### src/rtl/fifo_stream_pkg.sv
// Shared types and constants for the FIFO drain engine and its skid buffer.
package fifo_stream_pkg;
  localparam int DATA_W    = 8;
  localparam int BUF_DEPTH = 3;

  typedef logic [DATA_W-1:0] byte_t;
  typedef logic [1:0]        occ_t;

  // Circular pointer advance over the BUF_DEPTH entries.
  function automatic logic [1:0] ptr_inc(input logic [1:0] p);
    return (p == 2'(BUF_DEPTH - 1)) ? 2'd0 : p + 2'd1;
  endfunction
endpackage

### src/rtl/fifo_rd_buf.sv
// Three-entry circular buffer that catches bytes landing from the FIFO's registered dout.
module fifo_rd_buf import fifo_stream_pkg::*; #(
  parameter int WIDTH = DATA_W
) (
  input  logic             clk,
  input  logic             rst,
  input  logic             wr_en,
  input  logic [WIDTH-1:0] wr_data,
  input  logic             pop,
  output logic [WIDTH-1:0] head,
  output occ_t             occ
);
  logic [WIDTH-1:0] mem [BUF_DEPTH];
  logic [1:0]       wr_ptr;
  logic [1:0]       rd_ptr;

  always_ff @(posedge clk) begin
    if (wr_en) mem[wr_ptr] <= wr_data;
  end

  always_ff @(posedge clk) begin
    if (rst) begin
      wr_ptr <= 2'd0;
      rd_ptr <= 2'd0;
      occ    <= 2'd0;
    end else begin
      if (wr_en) wr_ptr <= ptr_inc(wr_ptr);
      if (pop)   rd_ptr <= ptr_inc(rd_ptr);
      case ({wr_en, pop})
        2'b10:   occ <= occ + 2'd1;
        2'b01:   occ <= occ - 2'd1;
        default: occ <= occ;
      endcase
    end
  end

  // Head reads as zero when empty so stale entries never leak after a reset.
  assign head = (occ != 2'd0) ? mem[rd_ptr] : '0;

  a_no_overflow: assert property (@(posedge clk) disable iff (rst)
    !(wr_en && !pop && occ == 2'(BUF_DEPTH)));
endmodule

### src/rtl/fifo_stream_reader.sv
// Drains the byte FIFO into a valid/ready stream, one beat per cycle, with packet framing.
module fifo_stream_reader import fifo_stream_pkg::*; #(
  parameter int DATA_W  = fifo_stream_pkg::DATA_W,
  parameter int PKT_LEN = 4,
  parameter int CNT_W   = 16
) (
  input  logic              clk,
  input  logic              rst,
  input  logic              fifo_empty,
  input  logic              fifo_full,
  input  logic              fifo_wr,
  input  logic [DATA_W-1:0] fifo_dout,
  output logic              fifo_rd,
  output logic              m_valid,
  input  logic              m_ready,
  output logic [DATA_W-1:0] m_data,
  output logic              m_last,
  output logic [CNT_W-1:0]  pkt_count
);
  localparam int BEAT_W = (PKT_LEN > 1) ? $clog2(PKT_LEN) : 1;

  logic              rd_fire;
  logic              inflight;
  logic              pop;
  occ_t              occ;
  logic [DATA_W-1:0] head;
  logic [BEAT_W-1:0] beat;

  // Issue only when every byte already taken or in flight still has a slot;
  // the FIFO drops our read whenever it accepts a write in the same cycle.
  assign fifo_rd = ~rst & ~fifo_empty & ((3'(occ) + 3'(inflight)) <= 3'd2);
  assign rd_fire = fifo_rd & ~fifo_empty & ~(fifo_wr & ~fifo_full);

  // Stream handshake: a beat transfers on any edge where m_valid and m_ready are
  // both high; once raised, m_valid, m_data and m_last hold until that transfer.
  assign m_valid = (occ != 2'd0);
  assign m_data  = head;
  assign m_last  = m_valid & (beat == BEAT_W'(PKT_LEN - 1));
  assign pop     = m_valid & m_ready;

  fifo_rd_buf #(.WIDTH(DATA_W)) u_buf (
    .clk     (clk),
    .rst     (rst),
    .wr_en   (inflight),
    .wr_data (fifo_dout),
    .pop     (pop),
    .head    (head),
    .occ     (occ)
  );

  always_ff @(posedge clk) begin
    if (rst) begin
      inflight  <= 1'b0;
      beat      <= '0;
      pkt_count <= '0;
    end else begin
      inflight <= rd_fire;
      if (pop) begin
        if (beat == BEAT_W'(PKT_LEN - 1)) beat <= '0;
        else                              beat <= beat + 1'b1;
      end
      if (pop && m_last) pkt_count <= pkt_count + 1'b1;
    end
  end
endmodule

### config.mk
export PLATFORM = sky130hd
export DESIGN_NAME = fifo_stream_reader
export DESIGN_NICKNAME = d
export VERILOG_FILES = /design/src/rtl/fifo_stream_pkg.sv /design/src/rtl/fifo_rd_buf.sv /design/src/rtl/fifo_stream_reader.sv
export SDC_FILE = /design/constraint.sdc
export NUM_CORES = 1
export LEC_CHECK = 0
export ABC_AREA = 1
export BUFFER_PORTS_ARGS = -buffer_cell sky130_fd_sc_hd__buf_2
export CAP_MARGIN = 15
export CORE_MARGIN = 1.5
export CORE_UTILIZATION = 32
export DETAILED_ROUTE_END_ITERATION = 7
export PLACE_DENSITY_LB_ADDON = 0.05
export SKIP_CTS_REPAIR_TIMING = 1
export SLEW_MARGIN = 25
export SYNTH_ARGS = -nofsm -noshare
export SYNTH_HDL_FRONTEND = slang
export SYNTH_SLANG_ARGS = --single-unit
### constraint.sdc
create_clock -name clk -period 2.9 [get_ports clk]
set_input_delay 0.145 -clock clk [delete_from_list [all_inputs] [get_ports clk]]
set_output_delay 0.145 -clock clk [all_outputs]
set_load 0.01 [all_outputs]
==> results by group, run 1 <==
Yosys
  • Count of cell types in the netlist: 25
  • Ys Warns: 0
  • Synth area leaders: edfxtp_1 (31%), dfxtp_1 (23%), inv_1 (7.7%), nand2_1 (5.6%), nor2_1 (5.1%)
  • Post-synthesis sequential area ratio: 0.538
  • Leading area contributor after synthesis: edfxtp_1
  • Area share of the largest cell type after synthesis: 0.308
  • Flops & latches, synth: 51
  • Mapped Area: 2340 µm²
  • Syn Nets: 283
  • Avg Inst Size Synth: 8.91 µm²
  • Post-synthesis cell count: 263

Pwr
  • VDD IR-drop max: 168 µV
  • Logic gate share of total power: 0.133
  • Sw Ratio: 0.261
  • Total Power: 1.52 mW
  • Internal power: 1.13 mW
  • Static Leak: 1.24 nW
  • Pwr/cell area: 546 nW/µm²
  • Flop pwr share: 0.534
  • Clk network pwr share: 0.333
  • P_sw: 0.397 mW

Run status
  • Status: complete, no violations

Setup path
  • Cell family contributing the most delay on the critical path: adder cells
  • CP Capture Type: primary output
  • Buf/Inv on CP: 4
  • Maximum fanout along the worst path: 5
  • Worst path required time: 2760 ps
  • CP cell instances: ha_1, inv_1, ha_1, inv_1, o31ai_1, nand2_1, inv_1, buf_2
  • Crit-path max cell delay: 440 ps
  • Slowest CP cell: dfxtp_1
  • CP startpoint kind: flop
  • Top cell by count, worst path: inv_1
  • Worst EP arrival: 1750 ps
  • Kind of critical path: reg -> out

Global route
  • First-pass GRT wire length: 8080 µm
  • Total global routing track utilization: 0.137
  • Congestion Overflow GR: 0
  • Vias in the first global route: 1658
  • Initial antenna violation count: 0
  • Pin count of the biggest net entering global routing: 19

Finish
  • Commonest non-fill, non-tap cells in the layout: inv_1 (48), buf_2 (40), nand2_1 (35)
  • P&R area growth vs syn: 19.0%
  • Commonest non-fill, non-tap cell in the layout: inv_1
  • Antenna cell count: 0
  • Layout Nets: 329
  • Share of layout cells above drive strength 1: 0.226

Clock tree
  • Clock sinks: 51
  • Clk_lat worst skew: 310 ps
  • H-tree depth: 2
  • Clock tree from TritonCTS: built
  • CTS Buf Count: 5
  • Clk buf depth: 2
  • CTS root buf: clkbuf_8
  • Clk slew on worst S/H paths: 100 ps

Die
  • Chip width: 88.6 µm
  • Ports: 41
  • Die area: 7850 µm²
  • Core Region: 7180 µm²
  • Initial Utilization: 0.327
  • Die Span Y: 88.6 µm
  • Row count: 31

Route
  • DRC viols: 0
  • Drt first pass iters: 3
  • WL per Instance: 11.9 µm
  • Final WL: 4860 µm
  • Initial DRC Count: 57
  • Antenna Nets Post-Route: 0
  • Vias: 1793
  • Routed vias/inst: 4.38

Worst hold path
  • Hold Crit Class: in -> reg

Place
  • PortBufs: 40
  • Post-DP HPWL: 3470 µm
  • Final GP Congestion: 0.781

STA
  • Total negative setup slack: 0 ps
  • RSZ-0062 raised after global routing: no
  • Fin. Hold Viols: 0
  • Final max-slew violation count: 0
  • Final setup vio count: 0
  • Worst clock skew: 6.65 ps
  • Worst-margin pin slew: 577 ps
  • Final worst path period share: 0.654
  • Period minus WS final: 1900 ps
  • Max-slew headroom: 0.615
  • Max frequency: 527 MHz

Run
  • MaxCap Viol Count: 0
==> worst reg2reg max path, stage by stage (launching register included) <==
cell and delay [ps]:
dfxtp_1 370, nor2_2 450, nor2_4 100, ha_1 320, a21oi_1 130, o21ai_0 110
o21ai_0 150, a21oi_1 60
==> layout make-up <==
cell class / instances / area (µm²)
fill: 771 / 4390
sequential: 51 / 1260
multi-input combinational: 159 / 881
timing repair buffer: 43 / 225
inverter: 49 / 184
tap: 99 / 124
clock buffer: 5 / 68.8
clock inverter: 3 / 43.8
==> flip-flops by register name, summed over array words and instances, names as in the netlist, named ones only <==
signal,flops
pkt_count,16
u_buf.rd_ptr,2
inflight,1
u_buf.occ,2
u_buf.mem,24
u_buf.wr_ptr,2
beat,2
==> cell usage after synthesis (all sizes together) <==
cell type / instances
o31ai: 1
inv: 49
ha: 6
nand3: 9
dfxtp: 27
nand4: 7
a21oi: 23
a211oi: 1
nand2: 39
buf: 2
nor3b: 1
nand3b: 1
o211a: 2
edfxtp: 24
o21ai: 18
nor2: 38
mux2: 8
nor3: 5
clkbuf: 2
==> kinds of logic (layout without fill, tap and decap cells) <==
| family | Yosys count | in the layout | share of synthesized area |
|---|---|---|---|
| AND/OR/NAND/NOR | 100 | 100 | 0.203 |
| buffers and inverters | 53 | 100 | 0.0860 |
| flip-flops | 51 | 51 | 0.538 |
| AO/OA/AOI/OAI | 45 | 45 | 0.103 |
| multiplexers | 8 | 8 | 0.0384 |
| adder cells (fa/ha/maj) | 6 | 6 | 0.0320 |
==> routing by layer <==
metal	vias up	routed length, µm	GRT usage
met5	-	0	0
met3	6	160	0.0345
met4	0	74	0.0469
li1	947	-	-
met1	812	2320	0.168
met2	28	2300	0.235
==> power by group through the flow <==
stage          registers, mW  logic (mW)  clock network [mW]
2_1_floorplan          0.814       0.147                   0
3_3_place_gp           0.831       0.206                   0
3_5_place_dp           0.831       0.207                   0
4_1_cts                0.815       0.208               0.527
5_1_grt                0.819       0.233               0.551
6_report               0.813       0.202               0.507
==> through the flow <==
stage	instances	utilization	hold slack, ps	area (µm²)	setup slack, ps
after floorplan	263	-	234	2340	1390
after global placement	400	0.371	323	2670	1160
after detailed placement	400	0.371	323	2670	1080
after CTS	408	0.387	-15.3	2780	957
after global routing	409	0.388	21.3	2790	791
final	409	0.388	31.2	2790	1000
==> worst paths after layout <==
| check | end | cells past startpoint | slack [ps] | start |
|---|---|---|---|---|
| setup reg to reg | u_buf.occ[1] | 7 | 1100 | u_buf.occ[0] |
| setup / recovery | fifo_rd | 8 | 1000 | u_buf.occ[0] |
| hold / removal | u_buf.mem[0][5] | 1 | 30 | fifo_dout[5] |
| hold reg to reg | u_buf.wr_ptr[1] | 2 | 490 | u_buf.wr_ptr[1] |
(Power assumes the default switching activity.)
==> inputs of run 2 (changes only) <==
--- a/config.mk
+++ b/config.mk
@@ -5,7 +5,7 @@
 export SDC_FILE = /design/constraint.sdc
 export NUM_CORES = 1
 export LEC_CHECK = 0
-export ABC_AREA = 1
+export ABC_AREA = 0
 export BUFFER_PORTS_ARGS = -buffer_cell sky130_fd_sc_hd__buf_2
 export CAP_MARGIN = 15
 export CORE_MARGIN = 1.5
==> constraint.sdc (replaced) <==
create_clock -name clk -period 1.9 [get_ports clk]
set_input_delay 0.095 -clock clk [delete_from_list [all_inputs] [get_ports clk]]
set_output_delay 0.095 -clock clk [all_outputs]
set_load 0.01 [all_outputs]
==> run 2 against run 1 <==
Effect of this change:
- die area down 9.4%
- worst setup slack lost 870 ps
- clock power rose by 74%
- via count is 9.6% lower
- cell count down 15%
- clock skew hardly changed
- worst hold slack improved by 3.3 ps
- sequential cell count stayed put
- design area down 0.36%
- sequential share of layout area is 0.21 points higher
- critical path type is now reg -> reg
- highest routed layer unchanged
==> results by group, run 2 <==
Run status
  • Status: complete, no violations

Yosys
  • Post-synthesis mux area share: 0.0580
  • Avg Inst Size Synth: 10.5 µm²
  • Synth Area in Simple Gates: 0.167
  • Ys Warns: 0
  • Post-synthesis sequential area ratio: 0.596
  • Area share of the largest cell type after synthesis: 0.341
  • Primary FF master, synth: dfxtp_1
  • Synth Area in Adders: 0.0355
  • Compound-gate portion of the synthesized area: 0.0615
  • Flops & latches, synth: 51
  • Post-synthesis cell count: 201
  • Count leader, synth: nor2_1
  • Synth area leaders: edfxtp_1 (34%), dfxtp_1 (26%), nor2_1 (7.3%), mux2i_1 (4.7%), a21oi_1 (4.3%)
  • Count of cell types in the netlist: 25
  • Leading area contributor after synthesis: edfxtp_1
  • Mapped Area: 2120 µm²
  • Synth Area in XOR/XNOR: 0.0497
  • Asr flop ratio synth: 0
  • Number of synthesized flops with an enable pin: 24
  • Largest family of logic cells by synthesized area: simple AND/OR/NAND/NOR gates
  • Syn Nets: 221
  • Most common library cells after synthesis: nor2_1 (41), dfxtp_1 (27), edfxtp_1 (24), a21oi_1 (18)

STA
  • Worst-margin pin slew: 547 ps
  • Max-slew headroom: 0.635
  • Final setup vio count: 0
  • Max frequency: 566 MHz
  • Worst Slack Setup Final: 133 ps
  • Final worst path period share: 0.930
  • RSZ-0062 raised after global routing: no
  • Final hold slack: 34.4 ps
  • Final max-slew violation count: 0
  • Worst clock skew: 6.16 ps
  • Period minus WS final: 1770 ps
  • Fin. Hold Viols: 0

Finish
  • Filler cells: 646
  • Layout Cells excl Fill: 348
  • P&R area growth vs syn: 31.3%
  • Share of layout cells above drive strength 1: 0.273
  • Largest Register: u_buf.mem
  • Final instance area: 2780 µm²
  • Commonest non-fill, non-tap cells in the layout: nor2_1 (41), buf_2 (40), dfxtp_1 (26)
  • Layout Nets: 290
  • Antenna cell count: 0
  • Top Registers: u_buf.mem (24), pkt_count (16)
  • Max FFs per register: 24
  • Commonest non-fill, non-tap cell in the layout: nor2_1

Route
  • Antenna Nets Post-Route: 0
  • Initial DRC Count: 60
  • Final WL: 4510 µm
  • WL per Instance: 13.0 µm
  • Routed vias/inst: 4.66
  • Vias: 1620
  • DRC viols: 0
  • Drt first pass iters: 4

Die
  • Die area: 7110 µm²
  • Core Region: 6390 µm²
  • Chip width: 84.3 µm
  • Ports: 41
  • Row count: 29
  • Initial Utilization: 0.331
  • Die Span Y: 84.3 µm

Setup path
  • Maximum fanout along the worst path: 5
  • CP Capture Type: flop
  • Worst path required time: 2130 ps
  • CP cell instances: ha_1, o211ai_1, or4_4, or3_1, a21oi_1
  • Cell family contributing the most delay on the critical path: simple AND/OR/NAND/NOR gates
  • Crit-path max cell delay: 490 ps
  • Worst EP arrival: 2000 ps
  • Buf/Inv on CP: 0
  • CP startpoint kind: flop
  • Kind of critical path: reg -> reg
  • Slowest CP cell: or4_4

Clock tree
  • Clk slew on worst S/H paths: 90 ps
  • CTS Buf Count: 5
  • CTS root buf: clkbuf_8
  • H-tree depth: 2
  • Clock tree from TritonCTS: built
  • Clock sinks: 51
  • Clk_lat worst skew: 300 ps
  • Clk buf depth: 2

Pwr
  • Pwr/cell area: 1010 nW/µm²
  • Static Leak: 1.13 nW
  • VDD IR-drop max: 330 µV

Place
  • Post-DP HPWL: 3050 µm
  • Placed insts: 330
  • Final GP Congestion: 0.752
  • Post-placement setup slack: 20.4 ps
  • Placed Area: 2530 µm²
  • PortBufs: 40

Global route
  • Pin count of the biggest net entering global routing: 28
  • Initial antenna violation count: 0
  • Total global routing track utilization: 0.126
  • Congestion Overflow GR: 0
  • First-pass GRT wire length: 6980 µm
  • Vias in the first global route: 1475

Worst hold path
  • Hold Crit Class: in -> reg

Run
  • MaxCap Viol Count: 0
run 2: layout make-up:
type	count	area, µm²	area share
Tap cell	77	96.3	0.0347
Inverter	10	37.5	0.0135
Timing Repair Buffer	70	448	0.161
Clock inverter	2	60.1	0.0216
Clock buffer	6	72.6	0.0261
Multi-Input combinational cell	132	801	0.288
Sequential cell	51	1260	0.455
run 2: kinds of logic after synthesis:
logic type,after synthesis
buffers and inverters,18
XOR/XNOR,12
flip-flops,51
AND/OR/NAND/NOR,77
AO/OA/AOI/OAI,25
adder cells (fa/ha/maj),6
multiplexers,12
run 2: path summary, 6_finish.rpt:
check / startpoint / endpoint / slack, ps / cells after the start
worst min register to register: pkt_count[15] / pkt_count[15] / 500 / 2
worst max-delay path: beat[0] / pkt_count[15] / 130 / 5
worst max register to register: beat[0] / pkt_count[15] / 130 / 5
worst min-delay path: fifo_full / inflight / 30 / 3
run 2: where the power goes:
part	internal (mW)	switching [mW]
clock network	0.526	0.357
logic	0.290	0.340
registers	1.22	0.0667
total	2.04	0.763
run 2: worst min-delay path, delay by kind of cell:
kind | cells | cell delay, ps
buffers and inverters | 2 | 140
AOI/OAI and AO/OA | 1 | 60
run 2: per-layer routing:
metal,up-vias,global-route usage,share of wire
met2,32,0.216,0.49
met3,6,0.0334,0.031
met5,-,0,0
li1,835,-,-
met1,747,0.155,0.47
met4,0,0.0402,0.012
run 2: through the flow:
| stage | total power [mW] | setup TNS, ps | utilization |
|---|---|---|---|
| CTS | 2.83 | -2.48 | 0.417 |
| global placement | 1.93 | 0 | 0.396 |
| finish | 2.80 | 0 | 0.435 |
| detailed placement | 1.94 | 0 | 0.396 |
| global route | 2.97 | 0 | 0.435 |
| floorplan | 1.69 | 0 | - |
==> inputs of run 3 (changes only) <==
--- a/config.mk
+++ b/config.mk
@@ -8,6 +8,8 @@
 export ABC_AREA = 0
 export BUFFER_PORTS_ARGS = -buffer_cell sky130_fd_sc_hd__buf_2
 export CAP_MARGIN = 15
+export CELL_PAD_IN_SITES_DETAIL_PLACEMENT = 1
+export CELL_PAD_IN_SITES_GLOBAL_PLACEMENT = 2
 export CORE_MARGIN = 1.5
 export CORE_UTILIZATION = 32
 export DETAILED_ROUTE_END_ITERATION = 7
==> run 3 against run 2 <==
Effect of this change:
- non-clock buffer count shrank 8
- largest cell class unchanged
- critical path type unchanged
- design area shrank 3.6%
- cell count shrank 2.3%
- sequential cell count is the same
- register-to-register slack lost 30 ps
- highest routed layer unchanged
- wire length grew 5.4%
- largest power group unchanged
- die area is the same
==> results by group, run 3 (synthesized netlist as in run 2, its figures left out) <==
Setup path
  • Worst EP arrival: 2040 ps
  • Cell family contributing the most delay on the critical path: simple AND/OR/NAND/NOR gates
  • Buf/Inv on CP: 0
  • Worst Reg-to-Reg Cells: 4
  • RR Startpoint: pkt_count[3]
  • CP Capture Type: flop
  • Crit-path max cell delay: 560 ps
  • Worst path required time: 2140 ps
  • Reg2reg setup slack: 100 ps
  • Slowest CP cell: or4_4
  • CP startpoint kind: flop
  • Maximum fanout along the worst path: 7
  • R2r endpoint: pkt_count[15]
  • CP cell instances: nand4_1, or4_4, or3_1, a21oi_1
  • Kind of critical path: reg -> reg

Global route
  • Total global routing track utilization: 0.143
  • Congestion Overflow GR: 0
  • Initial antenna violation count: 0
  • First-pass GRT wire length: 7980 µm
  • Pin count of the biggest net entering global routing: 28
  • Vias in the first global route: 1670

Place
  • Final GP Congestion: 0.736
  • PortBufs: 40
  • Post-DP HPWL: 3460 µm
  • Post-placement setup slack: 38.3 ps

Clock tree
  • CTS Buf Count: 5
  • Clk buf depth: 2
  • CTS root buf: clkbuf_8
  • Clk slew on worst S/H paths: 100 ps
  • Clk_lat worst skew: 300 ps
  • H-tree depth: 2
  • Clock sinks: 51
  • Clock tree from TritonCTS: built

Finish
  • Max FFs per register: 24
  • Filler cells: 746
  • Antenna cell count: 0
  • Top Registers: u_buf.mem (24), pkt_count (16)
  • Share of layout cells above drive strength 1: 0.255
  • Commonest non-fill, non-tap cells in the layout: nor2_1 (41), buf_2 (40), dfxtp_1 (26)
  • P&R area growth vs syn: 26.5%
  • Core Util, Final: 0.419
  • Layout Nets: 282
  • Largest Register: u_buf.mem
  • Commonest non-fill, non-tap cell in the layout: nor2_1

Route
  • DRC viols: 0
  • Drt first pass iters: 2
  • Initial DRC Count: 50
  • Final WL: 4750 µm
  • WL per Instance: 14.0 µm
  • Vias: 1630
  • Routed vias/inst: 4.79
  • Antenna Nets Post-Route: 0

Run status
  • Status: complete, no violations

Pwr
  • Logic gate share of total power: 0.251
  • Pwr/cell area: 954 nW/µm²
  • Internal power: 1.77 mW
  • Static Leak: 1.06 nW
  • VDD IR-drop max: 391 µV
  • Clk network pwr share: 0.245
  • Flop pwr share: 0.505
  • P_sw: 0.783 mW
  • Sw Ratio: 0.307

STA
  • Max-slew headroom: 0.629
  • RSZ-0062 raised after global routing: yes
  • Fin. Hold Viols: 0
  • Final worst path period share: 0.946
  • Worst Slack Setup Final: 102 ps
  • Max frequency: 556 MHz
  • Period minus WS final: 1800 ps
  • Worst clock skew: 5.45 ps
  • Final setup vio count: 0
  • Worst-margin pin slew: 555 ps
  • Final max-slew violation count: 0

Die
  • Ports: 41
  • Die area: 7110 µm²
  • Initial Utilization: 0.331
  • Core Region: 6390 µm²
  • Chip width: 84.3 µm
  • Row count: 29
  • Die Span Y: 84.3 µm

Worst hold path
  • Min-Delay Endpoint: inflight
  • Hold Path Depth: 3
  • Hold Crit Start: fifo_full
  • Hold Crit Class: in -> reg

Run
  • MaxCap Viol Count: 0
-- run 3: cell type report --
cell class / count / area [µm²] / share of cell area
flip-flops and latches: 51 / 1260 / 0.472
multi-input cells: 132 / 803 / 0.300
repair buffers: 62 / 388 / 0.145
well taps: 77 / 96.3 / 0.0360
clock buffers: 5 / 68.8 / 0.0257
inverters: 10 / 37.5 / 0.0140
clock inverters: 3 / 20.0 / 0.00748
-- run 3: metal layers --
metal,vias up,global-route usage,share of wire
met5,-,0,0
met3,5,0.0324,0.038
met2,30,0.268,0.53
li1,816,-,-
met4,0,0.0447,0.013
met1,779,0.158,0.42
-- run 3: how the worst max path moves through the flow --
stage	startpoint	endpoint	slack (ps)	cells past startpoint
global route	pkt_count[3]	pkt_count[15]	-20	4
finish	pkt_count[3]	pkt_count[15]	100	4
CTS	beat[0]	pkt_count[15]	20	5
floorplan	beat[0]	pkt_count[15]	160	5
global placement	beat[0]	pkt_count[15]	110	5
detailed placement	beat[0]	pkt_count[15]	40	5
-- run 3: power by group through the flow --
| stage | registers, mW | logic, mW | clock network (mW) |
|---|---|---|---|
| after floorplan | 1.27 | 0.411 | 0 |
| after global placement | 1.31 | 0.597 | 0 |
| after detailed placement | 1.31 | 0.633 | 0 |
| after CTS | 1.29 | 0.637 | 0.653 |
| after global routing | 1.30 | 0.725 | 0.695 |
| final | 1.29 | 0.640 | 0.625 |
-- run 3: metrics by stage --
step	instances	hold WS [ps]	total power, mW	area, µm²	setup TNS, ps
floorplan	201	194	1.69	2120	0
global placement	323	286	1.91	2480	0
detailed placement	323	293	1.95	2480	0
CTS	331	-41.5	2.58	2570	0
global route	340	50.0	2.72	2680	-22.3
finish	340	32.9	2.55	2680	0
-- run 3: tightest hold or removal path, cell delays in order --
cell,delay [ps]
buf_2,90
inv_1,40
a21boi_0,70
